### config.mk
export PLATFORM = sky130hd
export DESIGN_NAME = fp_mul_seq
export DESIGN_NICKNAME = d
export VERILOG_FILES = /design/src/rtl/fpmul_pkg.sv /design/src/rtl/fp_mant_mul_seq.sv /design/src/rtl/fp_mul_seq.sv
export SDC_FILE = /design/constraint.sdc
export NUM_CORES = 1
export LEC_CHECK = 0
export ABC_AREA = 1
export CAP_MARGIN = 20
export CORE_UTILIZATION = 55
export DETAILED_ROUTE_END_ITERATION = 7
export PLACE_DENSITY = 0.73
export SYNTH_ARGS = -nofsm -noshare
export SYNTH_HDL_FRONTEND = slang
export SYNTH_SLANG_ARGS = --single-unit
### constraint.sdc
create_clock -name clk -period 7.1 [get_ports clk]
set_clock_uncertainty 0.15 [all_clocks]
set_input_delay 1.42 -clock clk [delete_from_list [all_inputs] [get_ports clk]]
set_output_delay 1.42 -clock clk [all_outputs]
set_load 0.05 [all_outputs]
### src/rtl/fpmul_pkg.sv
// Shared types and constants for the sequential floating-point multiplier.
package fpmul_pkg;

  localparam logic [2:0] S_IDLE  = 3'd0;
  localparam logic [2:0] S_CHECK = 3'd1;
  localparam logic [2:0] S_MUL   = 3'd2;
  localparam logic [2:0] S_NORM  = 3'd3;
  localparam logic [2:0] S_ROUND = 3'd4;
  localparam logic [2:0] S_OUT   = 3'd5;

  typedef enum logic [2:0] {CLS_NORM, CLS_ZERO, CLS_DNF, CLS_INF, CLS_NAN} op_class_e;

  localparam int unsigned FLAG_ZF   = 0;
  localparam int unsigned FLAG_DNF  = 1;
  localparam int unsigned FLAG_INF  = 2;
  localparam int unsigned FLAG_NANF = 3;
  localparam int unsigned FLAG_UF   = 4;
  localparam int unsigned FLAG_OF   = 5;
  localparam int unsigned FLAG_W    = 6;

  localparam int unsigned MAX_FMT_W = 128;

  function automatic op_class_e classify(input logic exp_ones, input logic exp_zero,
                                         input logic frac_nz);
    if (exp_ones) return frac_nz ? CLS_NAN : CLS_INF;
    if (exp_zero) return frac_nz ? CLS_DNF : CLS_ZERO;
    return CLS_NORM;
  endfunction

  // Canonical quiet NaN, right-aligned in a MAX_FMT_W vector; callers slice to their width.
  function automatic logic [MAX_FMT_W-1:0] canon_qnan(input int unsigned exp_w,
                                                      input int unsigned man_w);
    logic [MAX_FMT_W-1:0] one;
    one = MAX_FMT_W'(1);
    return (((one << exp_w) - one) << man_w) | (one << (man_w - 1));
  endfunction

endpackage

### src/rtl/fp_mant_mul_seq.sv
// Iterative W x W shift-add multiplier: one multiplier bit per cycle, W cycles after i_start.
module fp_mant_mul_seq
  import fpmul_pkg::*;
#(
  parameter int unsigned W = 24
) (
  input  logic           i_clk,
  input  logic           i_rst_n,
  input  logic           i_start,
  input  logic [W-1:0]   i_a,
  input  logic [W-1:0]   i_b,
  output logic           o_last,
  output logic [2*W-1:0] o_prod
);

  localparam int unsigned CNT_W = $clog2(W);

  logic [2*W-1:0] r_mcand;
  logic [2*W-1:0] r_prod;
  logic [W-1:0]   r_mplier;
  logic [CNT_W-1:0] r_cnt;
  logic           r_busy;
  logic           w_last;

  // High during the final iteration; o_prod is complete from the following cycle.
  assign w_last = r_busy && (r_cnt == CNT_W'(W - 1));

  always_ff @(posedge i_clk or negedge i_rst_n) begin
    if (!i_rst_n) begin
      r_mcand  <= '0;
      r_prod   <= '0;
      r_mplier <= '0;
      r_cnt    <= '0;
      r_busy   <= 1'b0;
    end else if (i_start) begin
      r_mcand  <= {{W{1'b0}}, i_a};
      r_prod   <= '0;
      r_mplier <= i_b;
      r_cnt    <= '0;
      r_busy   <= 1'b1;
    end else if (r_busy) begin
      if (r_mplier[0]) r_prod <= r_prod + r_mcand;
      r_mcand  <= r_mcand << 1;
      r_mplier <= r_mplier >> 1;
      r_cnt    <= r_cnt + CNT_W'(1);
      if (w_last) r_busy <= 1'b0;
    end
  end

  assign o_last = w_last;
  assign o_prod = r_prod;

endmodule

### src/rtl/fp_mul_seq.sv
// Multi-cycle parametrised FP multiplier with valid/ready handshake, RNE rounding and flags.
// Optional round-toward-zero mode (rm port) is enabled by defining FPMUL_RTZ_EN.
module fp_mul_seq
  import fpmul_pkg::*;
#(
  parameter int unsigned EXP_W = 8,
  parameter int unsigned MAN_W = 23,
  parameter int unsigned BIAS  = 2**(EXP_W-1) - 1
) (
  input  logic                   clk,
  input  logic                   rst,
`ifdef FPMUL_RTZ_EN
  input  logic                   rm,
`endif
  input  logic                   in_valid,
  output logic                   in_ready,
  input  logic [EXP_W+MAN_W:0]   a,
  input  logic [EXP_W+MAN_W:0]   b,
  output logic                   out_valid,
  input  logic                   out_ready,
  output logic [EXP_W+MAN_W:0]   p,
  output logic                   zf,
  output logic                   dnf,
  output logic                   inf,
  output logic                   nanf,
  output logic                   uf,
  output logic                   of
);

  localparam int unsigned W     = MAN_W + 1;
  localparam int unsigned FMT_W = 1 + EXP_W + MAN_W;
  localparam int unsigned E_W   = EXP_W + 2;
  localparam logic [MAX_FMT_W-1:0] QNAN_FULL = canon_qnan(EXP_W, MAN_W);
  localparam logic [FMT_W-1:0] QNAN = QNAN_FULL[FMT_W-1:0];
  localparam logic signed [E_W-1:0] EXP_OVF  = E_W'(2**EXP_W - 1);
  localparam logic signed [E_W-1:0] EXP_ZERO = '0;

  logic [2:0]              r_state;
  logic [FMT_W-1:0]        r_a, r_b, r_p;
  logic [FLAG_W-1:0]       r_flags;
  logic signed [E_W-1:0]   r_exp;
  logic                    r_sign;
  logic [MAN_W-1:0]        r_frac;
  logic                    r_guard, r_sticky;

  logic                    w_sa, w_sb, w_sign;
  logic [EXP_W-1:0]        w_ea, w_eb;
  logic [MAN_W-1:0]        w_fa, w_fb;
  op_class_e               w_ca, w_cb;
  logic                    w_any_nan, w_any_inf, w_any_zero, w_any_dnf;
  logic                    w_chk_special;
  logic [FMT_W-1:0]        w_chk_p;
  logic [FLAG_W-1:0]       w_chk_flags;
  logic signed [E_W-1:0]   w_exp_sum;
  logic                    w_mul_start, w_mul_last;
  logic [2*W-1:0]          w_prod;
  logic [MAN_W-1:0]        w_nfrac;
  logic                    w_nguard, w_nsticky;
  logic                    w_rtz, w_inc;
  logic [MAN_W:0]          w_rsum;
  logic signed [E_W-1:0]   w_rexp;
  logic                    w_round_ovf, w_round_unf;
  logic [FMT_W-1:0]        w_round_p;
  logic [FLAG_W-1:0]       w_round_flags;

  assign w_sa = r_a[FMT_W-1];
  assign w_sb = r_b[FMT_W-1];
  assign w_ea = r_a[FMT_W-2:MAN_W];
  assign w_eb = r_b[FMT_W-2:MAN_W];
  assign w_fa = r_a[MAN_W-1:0];
  assign w_fb = r_b[MAN_W-1:0];
  assign w_sign = w_sa ^ w_sb;

  assign w_ca = classify(&w_ea, ~|w_ea, |w_fa);
  assign w_cb = classify(&w_eb, ~|w_eb, |w_fb);
  assign w_any_nan  = (w_ca == CLS_NAN) || (w_cb == CLS_NAN);
  assign w_any_inf  = (w_ca == CLS_INF) || (w_cb == CLS_INF);
  assign w_any_dnf  = (w_ca == CLS_DNF) || (w_cb == CLS_DNF);
  assign w_any_zero = (w_ca == CLS_ZERO) || (w_cb == CLS_ZERO) || w_any_dnf;

  assign w_exp_sum = $signed({2'b00, w_ea}) + $signed({2'b00, w_eb}) - $signed(E_W'(BIAS));

  always_comb begin
    w_chk_special = 1'b1;
    w_chk_p       = '0;
    w_chk_flags   = '0;
    w_chk_flags[FLAG_DNF] = w_any_dnf;
    if (w_any_nan || (w_any_inf && w_any_zero)) begin
      w_chk_p = QNAN;
      w_chk_flags[FLAG_NANF] = 1'b1;
    end else if (w_any_inf) begin
      w_chk_p = {w_sign, {EXP_W{1'b1}}, {MAN_W{1'b0}}};
      w_chk_flags[FLAG_INF] = 1'b1;
    end else if (w_any_zero) begin
      w_chk_p = {w_sign, {(EXP_W + MAN_W){1'b0}}};
      w_chk_flags[FLAG_ZF] = 1'b1;
    end else begin
      w_chk_special = 1'b0;
    end
  end

  assign w_mul_start = (r_state == S_CHECK) && !w_chk_special;

  fp_mant_mul_seq #(
    .W (W)
  ) u_mant_mul (
    .i_clk   (clk),
    .i_rst_n (rst),
    .i_start (w_mul_start),
    .i_a     ({1'b1, w_fa}),
    .i_b     ({1'b1, w_fb}),
    .o_last  (w_mul_last),
    .o_prod  (w_prod)
  );

  // Product lies in [1,4); the hidden bit is either the MSB or the one just below it.
  always_comb begin
    if (w_prod[2*W-1]) begin
      w_nfrac   = w_prod[2*W-2:W];
      w_nguard  = w_prod[W-1];
      w_nsticky = |w_prod[W-2:0];
    end else begin
      w_nfrac   = w_prod[2*W-3:W-1];
      w_nguard  = w_prod[W-2];
      w_nsticky = |w_prod[W-3:0];
    end
  end

`ifdef FPMUL_RTZ_EN
  logic r_rm;
  assign w_rtz = r_rm;
`else
  assign w_rtz = 1'b0;
`endif

  // Hidden bit is always one, so a carry out of the fraction means mantissa 2.0 -> 1.0, e+1.
  assign w_inc  = !w_rtz && r_guard && (r_sticky || r_frac[0]);
  assign w_rsum = {1'b0, r_frac} + {{MAN_W{1'b0}}, w_inc};
  assign w_rexp = r_exp + $signed({{(E_W-1){1'b0}}, w_rsum[MAN_W]});
  assign w_round_ovf = (w_rexp >= EXP_OVF);
  assign w_round_unf = (w_rexp <= EXP_ZERO);

  always_comb begin
    w_round_p     = {r_sign, w_rexp[EXP_W-1:0], w_rsum[MAN_W-1:0]};
    w_round_flags = '0;
    if (w_round_ovf) begin
      w_round_flags[FLAG_OF] = 1'b1;
      if (w_rtz) begin
        w_round_p = {r_sign, {(EXP_W-1){1'b1}}, 1'b0, {MAN_W{1'b1}}};
      end else begin
        w_round_p = {r_sign, {EXP_W{1'b1}}, {MAN_W{1'b0}}};
        w_round_flags[FLAG_INF] = 1'b1;
      end
    end else if (w_round_unf) begin
      w_round_p = {r_sign, {(EXP_W + MAN_W){1'b0}}};
      w_round_flags[FLAG_UF] = 1'b1;
      w_round_flags[FLAG_ZF] = 1'b1;
    end
  end

  always_ff @(posedge clk or negedge rst) begin
    if (!rst) begin
      r_state  <= S_IDLE;
      r_a      <= '0;
      r_b      <= '0;
      r_p      <= '0;
      r_flags  <= '0;
      r_exp    <= '0;
      r_sign   <= 1'b0;
      r_frac   <= '0;
      r_guard  <= 1'b0;
      r_sticky <= 1'b0;
`ifdef FPMUL_RTZ_EN
      r_rm     <= 1'b0;
`endif
    end else begin
      case (r_state)
        S_IDLE: begin
          if (in_valid) begin
            r_a     <= a;
            r_b     <= b;
`ifdef FPMUL_RTZ_EN
            r_rm    <= rm;
`endif
            r_state <= S_CHECK;
          end
        end
        S_CHECK: begin
          r_sign <= w_sign;
          r_exp  <= w_exp_sum;
          if (w_chk_special) begin
            r_p     <= w_chk_p;
            r_flags <= w_chk_flags;
            r_state <= S_OUT;
          end else begin
            r_state <= S_MUL;
          end
        end
        S_MUL: begin
          if (w_mul_last) r_state <= S_NORM;
        end
        S_NORM: begin
          r_frac   <= w_nfrac;
          r_guard  <= w_nguard;
          r_sticky <= w_nsticky;
          r_exp    <= r_exp + $signed({{(E_W-1){1'b0}}, w_prod[2*W-1]});
          r_state  <= S_ROUND;
        end
        S_ROUND: begin
          r_p     <= w_round_p;
          r_flags <= w_round_flags;
          r_state <= S_OUT;
        end
        S_OUT: begin
          if (out_ready) r_state <= S_IDLE;
        end
        default: r_state <= S_IDLE;
      endcase
    end
  end

  assign in_ready  = (r_state == S_IDLE);
  assign out_valid = (r_state == S_OUT);
  assign p    = r_p;
  assign zf   = r_flags[FLAG_ZF];
  assign dnf  = r_flags[FLAG_DNF];
  assign inf  = r_flags[FLAG_INF];
  assign nanf = r_flags[FLAG_NANF];
  assign uf   = r_flags[FLAG_UF];
  assign of   = r_flags[FLAG_OF];

endmodule

* Word level (Yosys, flattened, before mapping)
Cells that the tools add are included.
** Storage, ports and cells
- Bits in registers :: 267
- Input port bits :: 68
- Output and inout bits :: 40
- Word-level logic and storage cells :: 131
** Operators by class
- Add/subtract/negate cells :: 7
- Order comparisons :: 2
- Equality and inequality tests :: 18
- Mux-type cells :: 59
- Bitwise gates (word level) :: 1
- Reductions and logical operators :: 29
** Operator list (number)
- two-way mux 48 bit :: 5
- two-way mux 32 bit :: 4
- OR reduction 23 bit :: 3
- case mux 32 bit (2 select lines) :: 1
- two-way mux 31 bit :: 2
- adder 48 bit :: 1
- two-way mux 24 bit :: 2
- two-way mux 3 bit :: 14
- adder 23 x 1 -> 24 bit :: 1
- two-way mux 23 bit :: 1
- two-way mux 1 bit :: 22
- OR reduction 22 bit :: 1
- adder 10 x 2 -> 10 bit :: 2
- case mux 10 bit (2 select lines) :: 1
- equality test 3 x 2 -> 1 bit (second input constant) :: 6
- case mux 3 bit (6 select lines) :: 1
- AND reduction 8 bit :: 2
- OR reduction 8 bit :: 2
- equality test 3 bit (second input constant) :: 4
- case mux 6 bit (2 select lines) :: 1
- greater-or-equal comparator 10 x 9 -> 1 bit (second input constant) :: 1
- <= comparator 10 x 1 -> 1 bit (second input constant) :: 1
- two-way mux 5 bit :: 2
- subtractor 9 x 7 -> 10 bit (second input constant) :: 1
- other kinds (16) :: 35

* Logic depth before layout (Yosys ltp)
- Depth after elaboration :: 16
- Depth in mapped cells :: 27

* By module
A second synthesis with hierarchy kept.
** Unflattened totals
- Cells, all modules :: 2321
- Area total of the unflattened synthesis :: 16891.2 um2
** Modules (own cells, without submodules)
- fp_mant_mul_seq :: instances 1, cells each 1423, area each 9232.6 um2, sequential area each 3153.0 um2
- fp_mul_seq :: instances 1, cells each 898, area each 7658.6 um2, sequential area each 3528.4 um2

* Worst setup path before layout
Ideal clock, no wire load.
- Path kind :: register to register
- From :: register r_frac[0]
- To :: register r_p[17], in the netlist p[17]
- Setup time :: 0.066 ns
- Data arrival time :: 3.270 ns
- Data required time :: 6.884 ns
- Setup slack :: 3.614 ns
- Cell stages (with the launch flop) :: 28
- Buffers on the path :: 1
- Period minus slack after synthesis :: 3.486 ns
- Cells stage by stage :: dfrtp_1 > nor2_1 > nor2_1 > ha_1 > nand3_1 > inv_1 > nand2_1 > nor2_1 > inv_1 > nor3_1 > nand4_1 > nor2_1 > nand4_1 > nor2_1 > ha_1 > nand2_1 > nor2_2 > nand2_1 > nand2_1 > nand2_1 > nand4_1 > nand2_1 > nand2_2 > nand2_1 > nor2_4 > buf_6 > nand3_1 > nand2_1
** On the way
- Word-level cells in the longest chain between the ends :: 8
** RTL lines
- start: declaration :: RTL line fp_mul_seq.sv:43 : logic [MAN_W-1:0] r_frac;
- start signal: assignment :: RTL line fp_mul_seq.sv:203 : r_frac <= w_nfrac;
- logical OR 1 bit :: RTL line fp_mul_seq.sv:137 : assign w_inc = !w_rtz && r_guard && (r_sticky || r_frac[0]);
- logical AND 1 bit :: RTL line fp_mul_seq.sv:137
- adder 23 x 1 -> 24 bit (*) :: RTL line fp_mul_seq.sv:138 : assign w_rsum = {1'b0, r_frac} + {{MAN_W{1'b0}}, w_inc};
- adder 10 x 2 -> 10 bit :: RTL line fp_mul_seq.sv:139 : assign w_rexp = r_exp + $signed({{(E_W-1){1'b0}}, w_rsum[MAN_W]});
- <= comparator 10 x 1 -> 1 bit :: RTL line fp_mul_seq.sv:141 : assign w_round_unf = (w_rexp <= EXP_ZERO);
- two-way mux 31 bit :: RTL line fp_mul_seq.sv:154 : end else if (w_round_unf) begin
- two-way mux 31 bit (*) :: RTL line fp_mul_seq.sv:146 : if (w_round_ovf) begin
- case mux 32 bit (2 select lines) (*) :: RTL line fp_mul_seq.sv:177 : case (r_state)
- end signal: assignment :: RTL line fp_mul_seq.sv:192 : r_p <= w_chk_p;
- end signal: assignment :: RTL line fp_mul_seq.sv:210 : r_p <= w_round_p;
- end: declaration :: RTL line fp_mul_seq.sv:39 : logic [FMT_W-1:0] r_a, r_b, r_p;
Mark *: on every way between the ends. The rest lies on a longest branch, timed or not.
A chain may end at the register's enable or synchronous reset.

* Worst setup path in the final report
- From :: register r_frac[0]
- To :: register r_p[11], in the netlist p[11]
The elaborated chain is that of the path after synthesis.

==> run_summary.xml <==
<?xml version="1.0" encoding="UTF-8"?>
<metrics>
  <group name="run_status">
    <metric name="result_of_the_run" unit="">completed</metric>
  </group>
  <group name="clocking">
    <metric name="clkSlewWorstSetupHoldPaths" unit="ps">60</metric>
    <metric name="htreeDepth" unit="">1</metric>
    <metric name="cts_hold_buffers" unit="">0</metric>
    <metric name="clk_latency" unit="ps">560</metric>
    <metric name="clockBufferDepth" unit="">3</metric>
    <metric name="postCtsSetupBuffers" unit="">0</metric>
    <metric name="cell_chosen_for_the_clock_root" unit="">sky130_fd_sc_hd__clkbuf_16</metric>
    <metric name="cts-buffers-inserted" unit="">29</metric>
    <metric name="cts_tree" unit="">done</metric>
    <metric name="post_cts_resized" unit="">0</metric>
    <metric name="tritoncts_num_sinks" unit="">267</metric>
  </group>
  <group name="sta">
    <metric name="worst_slew_pin_slew" unit="ps">999</metric>
    <metric name="setup-violations-final" unit="">0</metric>
    <metric name="finalHoldViolCount" unit="">0</metric>
    <metric name="fin_crit_sh" unit="%">60.2</metric>
    <metric name="final.setup.tns" unit="ps">0</metric>
    <metric name="finalCriticalPeriod" unit="ps">4270</metric>
    <metric name="grt_setup_unrepaired" unit="">no</metric>
    <metric name="achievable-frequency" unit="GHz">0.234</metric>
    <metric name="report.final.slew_viol_count" unit="">0</metric>
    <metric name="timing.max_slew.rel_slack" unit="%">33.2</metric>
  </group>
  <group name="synth">
    <metric name="synth_fp_nets" unit="">2409</metric>
    <metric name="syn_area_per_cell" unit="um^2">7.29</metric>
    <metric name="synth_top_area_share" unit="%">40.4</metric>
    <metric name="yosys-top-cells-count" unit="">sky130_fd_sc_hd__nand2_1 (692), sky130_fd_sc_hd__inv_1 (283), sky130_fd_sc_hd__dfrtp_1 (267)</metric>
    <metric name="synth_most_common_cell" unit="">sky130_fd_sc_hd__nand2_1</metric>
    <metric name="synth.ff_latch_count" unit="">267</metric>
    <metric name="synthesis.instances" unit="">2270</metric>
    <metric name="synthDominantAreaCellType" unit="">sky130_fd_sc_hd__dfrtp_1</metric>
    <metric name="synthDistinctLibCells" unit="">50</metric>
    <metric name="post_synth_instance_area" unit="um^2">16600</metric>
    <metric name="async_reset_ff_share" unit="%">100</metric>
    <metric name="synth_enable_flop_cells" unit="">0</metric>
    <metric name="synth_sequential_area_ratio" unit="%">40.4</metric>
    <metric name="synth.yosys.warnings" unit="">0</metric>
    <metric name="dominantRegCellSynth" unit="">sky130_fd_sc_hd__dfrtp_1</metric>
    <metric name="yosys-top-cells-area" unit="">sky130_fd_sc_hd__dfrtp_1 (40%), sky130_fd_sc_hd__nand2_1 (16%), sky130_fd_sc_hd__nand3_1 (6.8%)</metric>
  </group>
  <group name="route">
    <metric name="route.detailed.drc" unit="">0</metric>
    <metric name="antenna_left" unit="">0</metric>
    <metric name="routed-via-count" unit="">15261</metric>
    <metric name="drt-total-wl" unit="mm">45.9</metric>
    <metric name="routed_wire_length_per_instance" unit="um">16.6</metric>
    <metric name="detailedRoute.firstIterationViolations" unit="">1207</metric>
    <metric name="firstDrtPassIters" unit="">8</metric>
    <metric name="drt-vias-per-instance" unit="">5.52</metric>
  </group>
  <group name="job">
    <metric name="max-cap-violations" unit="">0</metric>
  </group>
  <group name="global_routing">
    <metric name="grt_pass1_vias" unit="">14420</metric>
    <metric name="grt-busiest-layer" unit="">met2</metric>
    <metric name="wire_length_of_the_first_global_routing_pass" unit="mm">74.8</metric>
    <metric name="track_usage" unit="%">30.3</metric>
    <metric name="global_route_track_usage_on_met3" unit="%">2.42</metric>
    <metric name="grt_overflow_total" unit="">0</metric>
    <metric name="met2_usage" unit="%">49.6</metric>
    <metric name="antenna_found_initial" unit="">0</metric>
    <metric name="largest_net_degree_at_the_start_of_global_routing" unit="">96</metric>
    <metric name="grtUsageMet1" unit="%">43.6</metric>
  </group>
  <group name="setup_path">
    <metric name="worstSetupEndpoint" unit="">p[11]$_DFFE_PN0P_</metric>
    <metric name="cp_cell_sequence" unit="">nor2_1 &gt; nor2_1 &gt; ha_1 &gt; nand3_1 &gt; inv_1 &gt; nand2_1 &gt; nor2_1 &gt; inv_1 &gt; nor3_1 &gt; nand4_1 &gt; nor2_1 &gt; nand4_1 &gt; nor2_1 &gt; ha_1 &gt; nand2_1 &gt; nor2_2 &gt; nor2_1 &gt; nor2_1 &gt; nor2_1 &gt; nand3_1 &gt; nand2_2 &gt; nor2_4 &gt; nand3_1 &gt; nand2_1</metric>
    <metric name="worst_setup_path_startpoint" unit="">r_frac[0]$_DFFE_PN0P_</metric>
    <metric name="critPathMaxFanout" unit="">19</metric>
    <metric name="critical-path-max-stage-delay" unit="ps">400</metric>
    <metric name="cp.buffers_inverters" unit="">2</metric>
    <metric name="timing.critical_path.max_delay_family" unit="">simple AND/OR/NAND/NOR gates</metric>
    <metric name="path_common_cell" unit="">sky130_fd_sc_hd__nor2_1</metric>
    <metric name="critPathRequiredTime" unit="ps">7430</metric>
    <metric name="worst_r2r_path_cells" unit="">24</metric>
    <metric name="rr_startpoint" unit="">r_frac[0]$_DFFE_PN0P_</metric>
    <metric name="cp_num_cells" unit="">24</metric>
    <metric name="cp-start-kind" unit="">flip-flop</metric>
    <metric name="cp.arrival" unit="ps">4610</metric>
    <metric name="worst_r2r_endpoint" unit="">p[11]$_DFFE_PN0P_</metric>
    <metric name="critical_path_class" unit="">flip-flop to flip-flop</metric>
    <metric name="slowest_stage" unit="">sky130_fd_sc_hd__nor2_4</metric>
    <metric name="rrSetupSlack" unit="ps">2830</metric>
    <metric name="critPathCaptureType" unit="">flip-flop</metric>
  </group>
  <group name="pwr">
    <metric name="net_switching_power_of_the_design" unit="W">0.00390</metric>
    <metric name="power_frac_seq" unit="%">32.7</metric>
    <metric name="power_report.internal_total" unit="W">0.00455</metric>
    <metric name="combinationalPowerShare" unit="%">49.1</metric>
    <metric name="power.switching_fraction" unit="%">46.2</metric>
    <metric name="clock_power_share" unit="%">18.3</metric>
    <metric name="power-per-cell-area" unit="nW/um^2">448</metric>
    <metric name="worst_case_vdd_ir_drop" unit="mV">0.256</metric>
    <metric name="p_leak" unit="nW">9.43</metric>
    <metric name="totalPowerFinal" unit="W">0.00845</metric>
  </group>
  <group name="cells_and_area">
    <metric name="finalCoreUtilization" unit="%">63.7</metric>
    <metric name="finish.net_count" unit="">2492</metric>
    <metric name="antennaDiodeCount" unit="">0</metric>
    <metric name="final_layout_size_suffix_gt1_share" unit="%">6.31</metric>
    <metric name="fin_area" unit="um^2">18900</metric>
    <metric name="number_of_standard_cells_in_the_layout_taps_in_and_fillers_out" unit="">2766</metric>
    <metric name="areaGrowthSynthToFinish" unit="%">14.1</metric>
  </group>
  <group name="floorplanning">
    <metric name="die-area" unit="um^2">30800</metric>
    <metric name="floorplan.die.width" unit="um">175</metric>
    <metric name="chipHeight" unit="um">175</metric>
    <metric name="top_level_ports" unit="">108</metric>
    <metric name="core_area" unit="um^2">29600</metric>
    <metric name="initial_core_util" unit="%">55.9</metric>
    <metric name="placementRows" unit="">63</metric>
  </group>
  <group name="placement">
    <metric name="detailed_place.area" unit="um^2">17900</metric>
    <metric name="gp_congestion" unit="">1.01</metric>
    <metric name="dp_hpwl" unit="mm">34.6</metric>
    <metric name="placedCellCount" unit="">2712</metric>
    <metric name="buffer_ports.inserted" unit="">107</metric>
  </group>
  <group name="hold_path">
    <metric name="worstHoldPathType" unit="">flip-flop to flip-flop</metric>
  </group>
</metrics>
==> routing by layer <==
metal	wire (um)	vias to the layer above
met5	0	-
met1	21300	7228
met3	2260	71
met4	1100	0
met2	21200	452
li1	-	7510
==> cell type report <==
| class | count | area [um^2] |
|---|---|---|
| multi-input cells | 1646 | 8480 |
| repair buffers | 120 | 1170 |
| fillers | 2754 | 10800 |
| well taps | 390 | 488 |
| clock buffers | 41 | 841 |
| flip-flops and latches | 267 | 6680 |
| clock inverters | 13 | 133 |
| inverters | 289 | 1080 |
==> per-stage QoR <==
stage               hold WS [ps]  setup WS [ps]
finish                       319           2830
global route                 347           2230
CTS                          323           2870
detailed placement           308           2900
global placement             306           3060
floorplan                    299           3610
==> how the worst min path moves through the flow <==
stage | startpoint | end | slack, ps | depth (start not counted)
floorplan | u_mant_mul.r_mplier[23]$_DFFE_PN0P_ | u_mant_mul.r_mplier[23]$_DFFE_PN0P_ | 300 | 2
global placement | p[12]$_DFFE_PN0P_ | p[12]$_DFFE_PN0P_ | 310 | 2
detailed placement | p[12]$_DFFE_PN0P_ | p[12]$_DFFE_PN0P_ | 310 | 2
CTS | p[12]$_DFFE_PN0P_ | p[12]$_DFFE_PN0P_ | 320 | 2
global route | p[31]$_DFFE_PN0P_ | p[31]$_DFFE_PN0P_ | 350 | 2
finish | p[12]$_DFFE_PN0P_ | p[12]$_DFFE_PN0P_ | 320 | 2
==> flip-flops by register name, indices dropped and copies added, names as in the netlist <==
| register | cells |
|---|---|
| p | 32 |
| r_a | 32 |
| r_b | 32 |
| r_exp | 10 |
| r_flags | 6 |
| r_frac | 23 |
| r_guard | 1 |
| r_sign | 1 |
| r_state | 3 |
| r_sticky | 1 |
| u_mant_mul.o_prod | 48 |
| u_mant_mul.r_busy | 1 |
| u_mant_mul.r_cnt | 5 |
| u_mant_mul.r_mcand | 48 |
| u_mant_mul.r_mplier | 24 |
==> kinds of logic (layout without fill, tap and decap cells) <==
| group | after synthesis | in the layout | synth area share, % |
|---|---|---|---|
| flops | 267 | 267 | 40.4 |
| compound gates | 270 | 270 | 8.97 |
| buf+inv | 357 | 463 | 8.47 |
| fa+ha+maj | 71 | 71 | 5.46 |
| simple gates | 1206 | 1206 | 30.6 |
| xor+xnor | 42 | 42 | 2.22 |
| mux | 57 | 57 | 3.88 |
==> cells in the final DEF, fill, tap and decap left out, drive strengths merged, types with 9 or more instances in the layout <==
master / count
inv: 290
xor2: 37
o21ai: 136
mux2: 57
nand4: 40
ha: 69
a211oi: 11
dfrtp: 267
clkinv: 9
nand2: 698
a21oi: 81
nor3: 28
nand3: 227
clkdlybuf4s50: 106
o211ai: 19
buf: 14
clkbuf: 41
nor2: 192
==> power by group through the flow <==
stage / clock (W) / sequential (W) / combinational, W
final: 0.00155 / 0.00276 / 0.00415
after global routing: 0.00163 / 0.00285 / 0.00464
after CTS: 0.00156 / 0.00275 / 0.00413
after detailed placement: 0 / 0.00277 / 0.00410
after global placement: 0 / 0.00275 / 0.00401
after floorplan: 0 / 0.00285 / 0.00281
==> tightest hold or removal path: cells and delay by family, from the launching register on <==
kind,cells,cell delay (ps)
flops,1,340
simple gates,2,90
No activity file was read; power rests on OpenSTA's default activity.
